[src/rtl/mips_pkg.sv]
// rtl/mips_pkg.sv - shared MIPS core types and constants
// Holds the fetch FSM state type, datapath widths and the PC increment.
package mips_pkg;

   localparam int INST_W = 32;
   localparam int ADDR_W = 32;

   // Byte distance between consecutive instruction words.
   localparam logic [ADDR_W-1:0] PC_STEP = 32'd4;

   typedef enum logic [1:0] {
      BOOT = 2'd0,
      RUN  = 2'd1,
      HALT = 2'd2
   } fetch_state_t;

   // Instruction fetches are word aligned; the low two byte-address bits are dropped.
   function automatic logic [ADDR_W-1:0] align_pc(input logic [ADDR_W-1:0] addr);
      return addr & ~(ADDR_W'(3));
   endfunction

endpackage

[src/rtl/fetch_buf.sv]
// rtl/fetch_buf.sv - two-entry {pc, inst} FIFO between fetch and decode
// Ports:
//   clk, rst            clock, synchronous active-high reset
//   push, push_pc/inst  write a new entry at the tail
//   pop                 remove the head (ignored when empty)
//   flush               discard every entry (wins over push and pop)
//   full, empty         occupancy flags
//   head_pc, head_inst  current head entry
module fetch_buf
   import mips_pkg::*;
#(
   parameter int DEPTH = 2
) (
   input  logic              clk,
   input  logic              rst,
   input  logic              push,
   input  logic [ADDR_W-1:0] push_pc,
   input  logic [INST_W-1:0] push_inst,
   input  logic              pop,
   input  logic              flush,
   output logic              full,
   output logic              empty,
   output logic [ADDR_W-1:0] head_pc,
   output logic [INST_W-1:0] head_inst
);

   localparam int CNT_W = $clog2(DEPTH + 1);

   // Slot 0 is always the head; slot 1 is only meaningful when count is 2.
   logic [ADDR_W-1:0] pc0, pc1;
   logic [INST_W-1:0] inst0, inst1;
   logic [CNT_W-1:0]  count;
   logic              do_pop, do_push;

   assign empty     = (count == '0);
   assign full      = (count == CNT_W'(DEPTH));
   assign do_pop    = pop && !empty;
   // A full buffer still accepts a push when the head leaves in the same cycle.
   assign do_push   = push && (!full || do_pop);
   assign head_pc   = pc0;
   assign head_inst = inst0;

   always_ff @(posedge clk) begin
      if (rst) begin
         count <= '0;
         pc0   <= '0;
         pc1   <= '0;
         inst0 <= '0;
         inst1 <= '0;
      end else if (flush) begin
         count <= '0;
      end else begin
         case ({do_push, do_pop})
            2'b10: begin
               if (count == '0) begin
                  pc0   <= push_pc;
                  inst0 <= push_inst;
               end else begin
                  pc1   <= push_pc;
                  inst1 <= push_inst;
               end
               count <= count + CNT_W'(1);
            end
            2'b01: begin
               pc0   <= pc1;
               inst0 <= inst1;
               count <= count - CNT_W'(1);
            end
            2'b11: begin
               // Occupancy is unchanged; the new entry lands behind whatever remains.
               if (count == CNT_W'(1)) begin
                  pc0   <= push_pc;
                  inst0 <= push_inst;
               end else begin
                  pc0   <= pc1;
                  inst0 <= inst1;
                  pc1   <= push_pc;
                  inst1 <= push_inst;
               end
            end
            default: ;
         endcase
      end
   end

endmodule

[src/rtl/fetch_ctrl.sv]
// rtl/fetch_ctrl.sv - instruction fetch sequencer: PC, FSM, redirect and halt
// Ports:
//   clk, rst                   clock, synchronous active-high reset
//   mem_addr, mem_data         word-indexed combinational instruction memory port
//   out_valid/ready/inst/pc    head of the fetch buffer towards decode
//   redirect_valid/pc          taken branch/jump: flush buffer and reload PC
//   halt_req, halted           stop fetching / FSM is in HALT
module fetch_ctrl
   import mips_pkg::*;
#(
   parameter logic [31:0] RESET_PC = 32'h0000_0000,
   parameter int          DEPTH    = 2
) (
   input  logic        clk,
   input  logic        rst,
   output logic [31:0] mem_addr,
   input  logic [31:0] mem_data,
   output logic        out_valid,
   input  logic        out_ready,
   output logic [31:0] out_inst,
   output logic [31:0] out_pc,
   input  logic        redirect_valid,
   input  logic [31:0] redirect_pc,
   input  logic        halt_req,
   output logic        halted
);

   fetch_state_t      state_q, state_d;
   logic [ADDR_W-1:0] pc_q;
   logic              push, pop, redirect_take;
   logic              buf_full, buf_empty;

   assign mem_addr  = pc_q >> 2;
   assign out_valid = !buf_empty;
   assign pop       = out_valid && out_ready;
   assign halted    = (state_q == HALT);

   always_ff @(posedge clk) begin
      if (rst) begin
         state_q <= BOOT;
      end else begin
         state_q <= state_d;
      end
   end

   // Redirect outranks halt; neither a redirect nor a halt cycle fetches.
   always_comb begin
      state_d       = state_q;
      push          = 1'b0;
      redirect_take = 1'b0;
      case (state_q)
         BOOT: begin
            state_d = RUN;
         end
         RUN: begin
            if (redirect_valid) begin
               redirect_take = 1'b1;
            end else if (halt_req) begin
               state_d = HALT;
            end else begin
               push = !buf_full || pop;
            end
         end
         HALT: begin
            if (redirect_valid) begin
               redirect_take = 1'b1;
               state_d       = RUN;
            end
         end
         default: begin
            state_d = BOOT;
         end
      endcase
   end

   always_ff @(posedge clk) begin
      if (rst) begin
         pc_q <= RESET_PC;
      end else if (redirect_take) begin
         pc_q <= align_pc(redirect_pc);
      end else if (push) begin
         pc_q <= pc_q + PC_STEP;
      end
   end

   fetch_buf #(
      .DEPTH(DEPTH)
   ) u_buf (
      .clk      (clk),
      .rst      (rst),
      .push     (push),
      .push_pc  (pc_q),
      .push_inst(mem_data),
      .pop      (pop),
      .flush    (redirect_take),
      .full     (buf_full),
      .empty    (buf_empty),
      .head_pc  (out_pc),
      .head_inst(out_inst)
   );

endmodule

[config.mk]
export PLATFORM = sky130hd
export DESIGN_NAME = fetch_ctrl
export DESIGN_NICKNAME = d
export VERILOG_FILES = /design/src/rtl/mips_pkg.sv /design/src/rtl/fetch_buf.sv /design/src/rtl/fetch_ctrl.sv
export SDC_FILE = /design/constraint.sdc
export NUM_CORES = 1
export LEC_CHECK = 0
export BUFFER_PORTS_ARGS = -buffer_cell sky130_fd_sc_hd__buf_2
export CORE_ASPECT_RATIO = 0.6
export CORE_MARGIN = 2
export CORE_UTILIZATION = 48
export DETAILED_ROUTE_END_ITERATION = 16
export PLACE_DENSITY = 0.79
export SLEW_MARGIN = 20
export SYNTH_ARGS = -nofsm -noshare
export SYNTH_HDL_FRONTEND = slang
export SYNTH_HIERARCHICAL = 1
export SYNTH_SLANG_ARGS = --single-unit
export TNS_END_PERCENT = 30
[constraint.sdc]
create_clock -name clk -period 3.9 [get_ports clk]
set_input_delay 0.78 -clock clk [delete_from_list [all_inputs] [get_ports clk]]
set_output_delay 0.78 -clock clk [all_outputs]
set_load 0.01 [all_outputs]
==> impl_metrics.csv, run 1 <==
group,metric,value,unit
status,outcome,"complete, no violations",
timing,tightest_slew,1.02,ns
setup_path,cp_top_family,"compound AO/OA/AOI/OAI gates",
timing,period_minus_slack,3.09,ns
timing,max_freq,324,MHz
finish,multiInputGateArea,3650,um2
finish,regArea,3240,um2
timing,rsz0062_at_grt,"no",
yosys,ys_warn_count,6,
clock_network,cts_sinks,162,
yosys,ys_seq_area_frac,0.447,
yosys,synth_edf_count,0,
grt,grt-ovfl-total,0,
power_and_ir_drop,ir_drop,256,uV
yosys,synth_fa_ha_area_frac,0.0121,
clock_network,htreeDepth,4,
setup_path,crit_buf_inv,2,
power_and_ir_drop,p_leak,3.30,nW
floorplan,initial_core_util,0.496,
yosys,synth-xor-area-share,0.00724,
setup_path,critPathMaxStageDelay,0.61,ns
setup_path,cp-start-kind,"register",
yosys,syn_area,7260,um2
yosys,yosys_most_used_dff,"dfxtp_1",
floorplan,rows,34,
clock_network,cts_tree,"done",
grt,grt_usage,0.244,
floorplan,die_x,163,um
finish,final_cell_area,8750,um2
place,placed_area,8140,um2
place,io_buffers,162,
detailed_routing,routed_via_density,5.63,
detailed_routing,dr.pass1.iters,6,
floorplan,die_h,99.3,um
yosys,synthDistinctLibCells,46,
setup_path,path_max_fanout,34,
detailed_routing,detail-route-antenna-nets,0,
setup_path,end_kind,"register",
yosys,synth_cells,928,
run,cap_violations,0,
timing,period_share,0.792,
finish,synthToLayoutAreaGrowth,20.4,%
floorplan,die_area,16200,um2
grt,grt_max_degree,115,
finish,fin_util,0.598,
grt,grt_pass1_wl,31800,um
clock_network,path_clk_slew,0.06,ns
detailed_routing,drc,0,
setup_path,critPathKind,"reg2reg",
yosys,synth_compound_area_frac,0.193,
yosys,synth_top_family_by_area,"simple AND/OR/NAND/NOR gates",
grt,antenna_found_initial,0,
power_and_ir_drop,power.density,481,nW/um2
timing,slew_headroom,0.314,
place,gp_congestion,0.861,
finish,n_fill_cell,1320,
clock_network,ctsLongestPathBuffers,2,
clock_network,clock-root-buffer,"clkbuf_16",
place,place_hpwl,12800,um
setup_path,path_cells,"inv_1 -> ha_1 -> nand2b_1 -> a21oi_1 -> a21o_2 -> buf_4 -> nand2_1 -> a311oi_1",
detailed_routing,vias,7113,
yosys,async_reset_ff_frac,0,
timing,skew,0.0165,ns
timing,setup_viol,0,
clock_network,post-cts-setup-buffers,0,
yosys,synth.ff_latch_count,162,
timing,slew_viol_final,0,
floorplan,io-pin-count,167,
yosys,yosys.area_share.simple,0.281,
yosys,synth_mux_area_frac,0.00413,
setup_path,cp.arrival,3.38,ns
yosys,avgSynthCellArea,7.83,um2
min_path,hp-class,"reg2reg",
detailed_routing,totalWireLength,19900,um
setup_path,slowest_stage,"a21oi_1",
clock_network,worstSkewPairLatency,0.42,ns
setup_path,crit_required,4.19,ns
detailed_routing,wl_per_cell,15.7,um
clock_network,cts_hold_buffers,0,
finish,layout.nets,1130,
detailed_routing,drt_first_iter_violations,746,
grt,grt_pass1_vias,6337,
clock_network,cts_resized,0,
timing,hold_violations,0,
clock_network,cts_buffers,17,
finish,drive_above_1_share,0.200,
floorplan,core_area,14600,um2
finish,antenna_cells,0,
timing,fin_setup_tns,0,ns
-- kinds of logic (layout without fill, tap and decap cells) --
family,count (synthesis),count (layout)
simple gates,467,467
compound gates,197,197
flops,162,162
buf+inv,85,218
fa+ha+maj,7,7
xor+xnor,6,6
mux,3,3
other cells,1,6
-- final timing paths --
kind / start / endpoint / slack, ns / cells after the start
min: u_buf/inst1[4] / u_buf/inst1[4] / 0.45 / 2
min reg2reg: u_buf/inst1[4] / u_buf/inst1[4] / 0.45 / 2
max reg2reg: u_buf/count[0] / u_buf/head_pc[13] / 0.81 / 8
max: u_buf/count[0] / u_buf/head_pc[13] / 0.81 / 8
-- cells in the mapped netlist, types with 12 or more instances --
cell type    n  share of area
nor3b_1     15          0.016
a21oi_1     75          0.052
a311oi_1    76          0.092
nand2_1    268           0.14
nor2_1      96          0.050
nand3_1     18          0.012
nor4_1      12          0.010
buf_2       20          0.014
clkbuf_1    36          0.019
o21ai_0     15          0.010
dfxtp_1    162           0.45
inv_1       12         0.0062
-- worst register-to-register path, delay by kind of cell, from the launching register on --
kind                       cells  cell delay [ns]
DFF                            1             0.38
adders and majority gates      1             0.28
AOI/OAI and AO/OA              3             1.40
buffers and inverters          2             0.49
and+or+nand+nor                2             0.43
-- placed cells by master, fill, tap and decap left out, types with 7 or more instances in the layout --
cell type  count
nand2_1      268
dfxtp_1      162
buf_2        161
nor2_1        96
a311oi_1      76
a21oi_1       75
nand3_1       17
clkbuf_16     17
nor3b_1       15
o21ai_0       15
inv_1         12
nor4_1        12
a211oi_1      11
buf_4         10
and3_1         9
nand4_1        8
or3_1          8
and4_1         7
or4_1          7
ha_1           7
-- metal layers --
layer,routed length [um],global-route usage,vias up
met3,1890,0.0642,32
li1,-,-,3513
met2,8460,0.356,308
met5,0,0,-
met4,348,0.0708,0
met1,9170,0.353,3260
-- layout make-up --
class	count	area share
multi-input cells	686	0.417
repair buffers	175	0.110
flip-flops and latches	162	0.371
clock buffers	18	0.0491
inverters	12	0.00515
clock inverters	13	0.0200
well taps	198	0.0283
-- registers in the layout, indices dropped and copies added, names as in the netlist --
| register | flops |
|---|---|
| u_buf/count | 2 |
| state_q | 2 |
| u_buf/pc1 | 32 |
| u_buf/inst1 | 32 |
| u_buf/head_inst | 32 |
| pc_q | 30 |
| u_buf/head_pc | 32 |
-- power breakdown --
group          total, mW  switching [mW]  internal (mW)
sequential          1.91           0.147           1.76
combinational      0.569           0.334          0.236
clock               1.72           0.705           1.02
-- metrics by stage --
step / hold WS [ns] / power [mW] / setup slack [ns] / instances
CTS: 0.455 / 4.23 / 0.870 / 1264
global placement: 0.442 / 2.49 / 0.700 / 1233
detailed placement: 0.447 / 2.51 / 0.629 / 1233
global route: 0.471 / 4.39 / 0.673 / 1264
finish: 0.453 / 4.20 / 0.810 / 1264
floorplan: 0.437 / 2.26 / 1.22 / 933
Note: power is estimated with default switching activity, not from simulation.
==> run 2: changes to the inputs <==
--- a/config.mk
+++ b/config.mk
@@ -5,12 +5,13 @@
 export SDC_FILE = /design/constraint.sdc
 export NUM_CORES = 1
 export LEC_CHECK = 0
+export ABC_AREA = 1
 export BUFFER_PORTS_ARGS = -buffer_cell sky130_fd_sc_hd__buf_2
 export CORE_ASPECT_RATIO = 0.6
 export CORE_MARGIN = 2
 export CORE_UTILIZATION = 48
 export DETAILED_ROUTE_END_ITERATION = 16
-export PLACE_DENSITY = 0.79
+export PLACE_DENSITY = 0.8
 export SLEW_MARGIN = 20
 export SYNTH_ARGS = -nofsm -noshare
 export SYNTH_HDL_FRONTEND = slang
==> constraint.sdc (replaced) <==
create_clock -name clk -period 2.6 [get_ports clk]
set_input_delay 0.52 -clock clk [delete_from_list [all_inputs] [get_ports clk]]
set_output_delay 0.52 -clock clk [all_outputs]
set_load 0.01 [all_outputs]
==> run 2 against run 1 <==
  * Power up 99%
  * Hold slack worse by 0.085 ns
  * Synthesized area increased by 22%
  * Combinational power increased to 4.7 times the previous value
  * Sequential share of layout area down 5.9 points
  * Via count up 30%
  * Register-to-register slack worse by 0.62 ns
  * Largest power group unchanged
  * Die area grew 21%
  * First-iteration DRC count is 36% higher
  * Final area grew 19%
==> impl_metrics.csv, run 2 <==
group,metric,value,unit
yosys,synth_top_family_by_area,"simple AND/OR/NAND/NOR gates",
yosys,yosysTopAreaCell,"dfxtp_1",
yosys,yosys_most_used_dff,"dfxtp_1",
grt,use_met1,0.364,
grt,grt_busiest_layer,"met2",
place,place_hpwl,16200,um
min_path,hold_end,"pc_q[3]",
power_and_ir_drop,p_leak,5.21,nW
finish,final_cells,1854,
detailed_routing,detail-route-antenna-nets,0,
yosys,synthDistinctLibCells,32,
clock_network,cts_tree,"done",
floorplan,die_x,179,um
yosys,synth_mux_area_frac,0,
detailed_routing,routed_via_density,4.99,
power_and_ir_drop,ir_drop,434,uV
timing,whs,0.368,ns
yosys,async_reset_ff_frac,0,
yosys,synth.ff_latch_count,162,
yosys,ys_warn_count,6,
place,io_buffers,162,
yosys,synth_edf_count,0,
run,cap_violations,0,
clock_network,ctsLongestPathBuffers,2,
place,dp_cells,1824,
grt,grt_max_degree,107,
place,gp_congestion,0.912,
setup_path,cp.arrival,2.71,ns
detailed_routing,vias,9245,
place,placed_area,9840,um2
floorplan,die_h,109,um
detailed_routing,drc,0,
timing,fin_setup_tns,0,ns
grt,use_met2,0.374,
yosys,ys_seq_area_frac,0.367,
detailed_routing,totalWireLength,24500,um
floorplan,die_area,19600,um2
yosys,synth-xor-area-share,0,
yosys,synth_compound_area_frac,0.0706,
clock_network,path_clk_slew,0.07,ns
min_path,holdCritStartpoint,"redirect_pc[3]",
finish,synthToLayoutAreaGrowth,17.6,%
yosys,avgSynthCellArea,5.96,um2
setup_path,end_kind,"register",
finish,antenna_cells,0,
setup_path,critPathKind,"reg2reg",
setup_path,reg2reg_from,"u_buf/count[0]",
setup_path,rrSetupSlack,0.19,ns
clock_network,cts_buffers,17,
grt,grt-ovfl-total,0,
timing,slew_viol_final,0,
timing,hold_violations,0,
finish,drive_above_1_share,0.151,
finish,final_cell_area,10400,um2
min_path,hp-class,"in2reg",
yosys,yosys.area_share.simple,0.430,
yosys,synthTopCellsByArea,"dfxtp_1 37%, nand2_1 20%, nor2_1 11%, nand3_1 9.9%, inv_1 7.3%",
setup_path,path_max_fanout,58,
clock_network,cts_sinks,162,
finish,final_common_cell,"nand2_1",
finish,layout.nets,1679,
grt,grt_pass1_wl,39100,um
grt,grt_pass1_vias,7880,
yosys,synth_cells,1483,
setup_path,r2r-end,"u_buf/inst1[6]",
timing,rsz0062_at_grt,"no",
power_and_ir_drop,power.density,804,nW/um2
yosys,synth_fa_ha_area_frac,0.00991,
finish,final_cell_mix,"461 x nand2_1, 261 x nor2_1, 175 x nand3_1",
setup_path,cp-start-kind,"register",
floorplan,initial_core_util,0.489,
yosys,synth.most_common_cell,"nand2_1",
yosys,synth_top_area_frac,0.367,
min_path,hold-path-cell-count,3,
timing,period_share,0.926,
floorplan,rows,38,
timing,max_freq,416,MHz
grt,antenna_found_initial,0,
clock_network,worstSkewPairLatency,0.42,ns
status,outcome,"complete, no violations",
clock_network,htreeDepth,4,
grt,met3_usage,0.0547,
timing,period_minus_slack,2.41,ns
yosys,syn_area,8840,um2
floorplan,core_area,18100,um2
detailed_routing,dr.pass1.iters,7,
detailed_routing,wl_per_cell,13.2,um
grt,grt_usage,0.251,
timing,skew,0.0124,ns
yosys,synthTopCellsByCount,"464 x nand2_1, 261 x nor2_1, 175 x nand3_1",
floorplan,io-pin-count,167,
clock_network,clock-root-buffer,"clkbuf_16",
setup_path,crit_required,2.90,ns
timing,setup_viol,0,
detailed_routing,drt_first_iter_violations,1011,
setup_path,ff2ff_path_depth,11,
run 2: cell types whose count changed after synthesis, sizes merged, moves of 12 or more:
cell	change
a21oi	+12
a311oi	-77
buf	+21
inv	+161
nand2	+202
nand3	+158
nor2	+177
nor3b	-15
nor4	-12
run 2: cell type report:
class	instances	area, um2
Tap cell	240	300
Multi-Input combinational cell	1061	4570
Clock inverter	13	126
Sequential cell	162	3240
Inverter	174	657
Timing Repair Buffer	187	1080
Clock buffer	17	425
Fill cell	1793	7670
run 2: worst max-delay path, stage by stage (launching register included):
cell and delay, ns:
dfxtp_1 0.39, inv_1 0.08, ha_1 0.34, nor2_4 0.25, o21ai_2 0.08, inv_1 0.16
nand3_1 0.27, nand2_4 0.19, buf_12 0.26, nand3_1 0.11, nand2_1 0.09, nor2_1 0.05
run 2: metrics by stage:
step	power, mW	utilization	setup slack (ns)
floorplan	5.01	-	0.281
detailed placement	5.94	0.544	0.218
finish	8.35	0.575	0.193
global placement	5.89	0.544	0.303
CTS	8.37	0.575	0.188
global route	8.91	0.575	0.0461
run 2: timing repair:
action,CTS,global route
setup buffers,0,0
resized for setup,0,2
endpoints found under the setup margin,0,18
endpoints found under the hold margin,0,0
hold buffers,0,0
run 2: per-layer routing:
metal	wire [um]	share of wire	vias to the layer above
met5	0	0	-
met1	11800	0.48	4040
met4	328	0.013	0
li1	-	-	4781
met2	10100	0.41	385
met3	2210	0.090	39
run 2: worst max path at each step:
stage | slack (ns) | start | depth (start not counted) | endpoint
final | 0.19 | u_buf/count[0] | 11 | u_buf/inst1[6]
after global routing | 0.05 | u_buf/count[0] | 11 | u_buf/inst1[7]
after CTS | 0.19 | u_buf/count[0] | 11 | u_buf/inst1[23]
after detailed placement | 0.22 | u_buf/count[0] | 11 | u_buf/inst1[23]
after global placement | 0.30 | u_buf/count[0] | 11 | u_buf/inst1[21]
after floorplan | 0.28 | u_buf/count[0] | 15 | u_buf/pc1[0]
run 2: cell families (layout without fill, tap and decap cells):
logic type,after synthesis,after routing
and+or+nand+nor,929,929
buffers and inverters,265,391
DFF,162,162
AOI/OAI and AO/OA,119,119
adders and majority gates,7,7
other,1,6
run 2: report_power, final:
group | total (mW) | internal [mW] | leakage [nW] | switching [mW]
clock | 2.42 | 1.33 | 0.264 | 1.09
sequential | 3.24 | 2.82 | 1.31 | 0.421
combinational | 2.69 | 0.943 | 3.63 | 1.75
total | 8.35 | 5.09 | 5.21 | 3.26
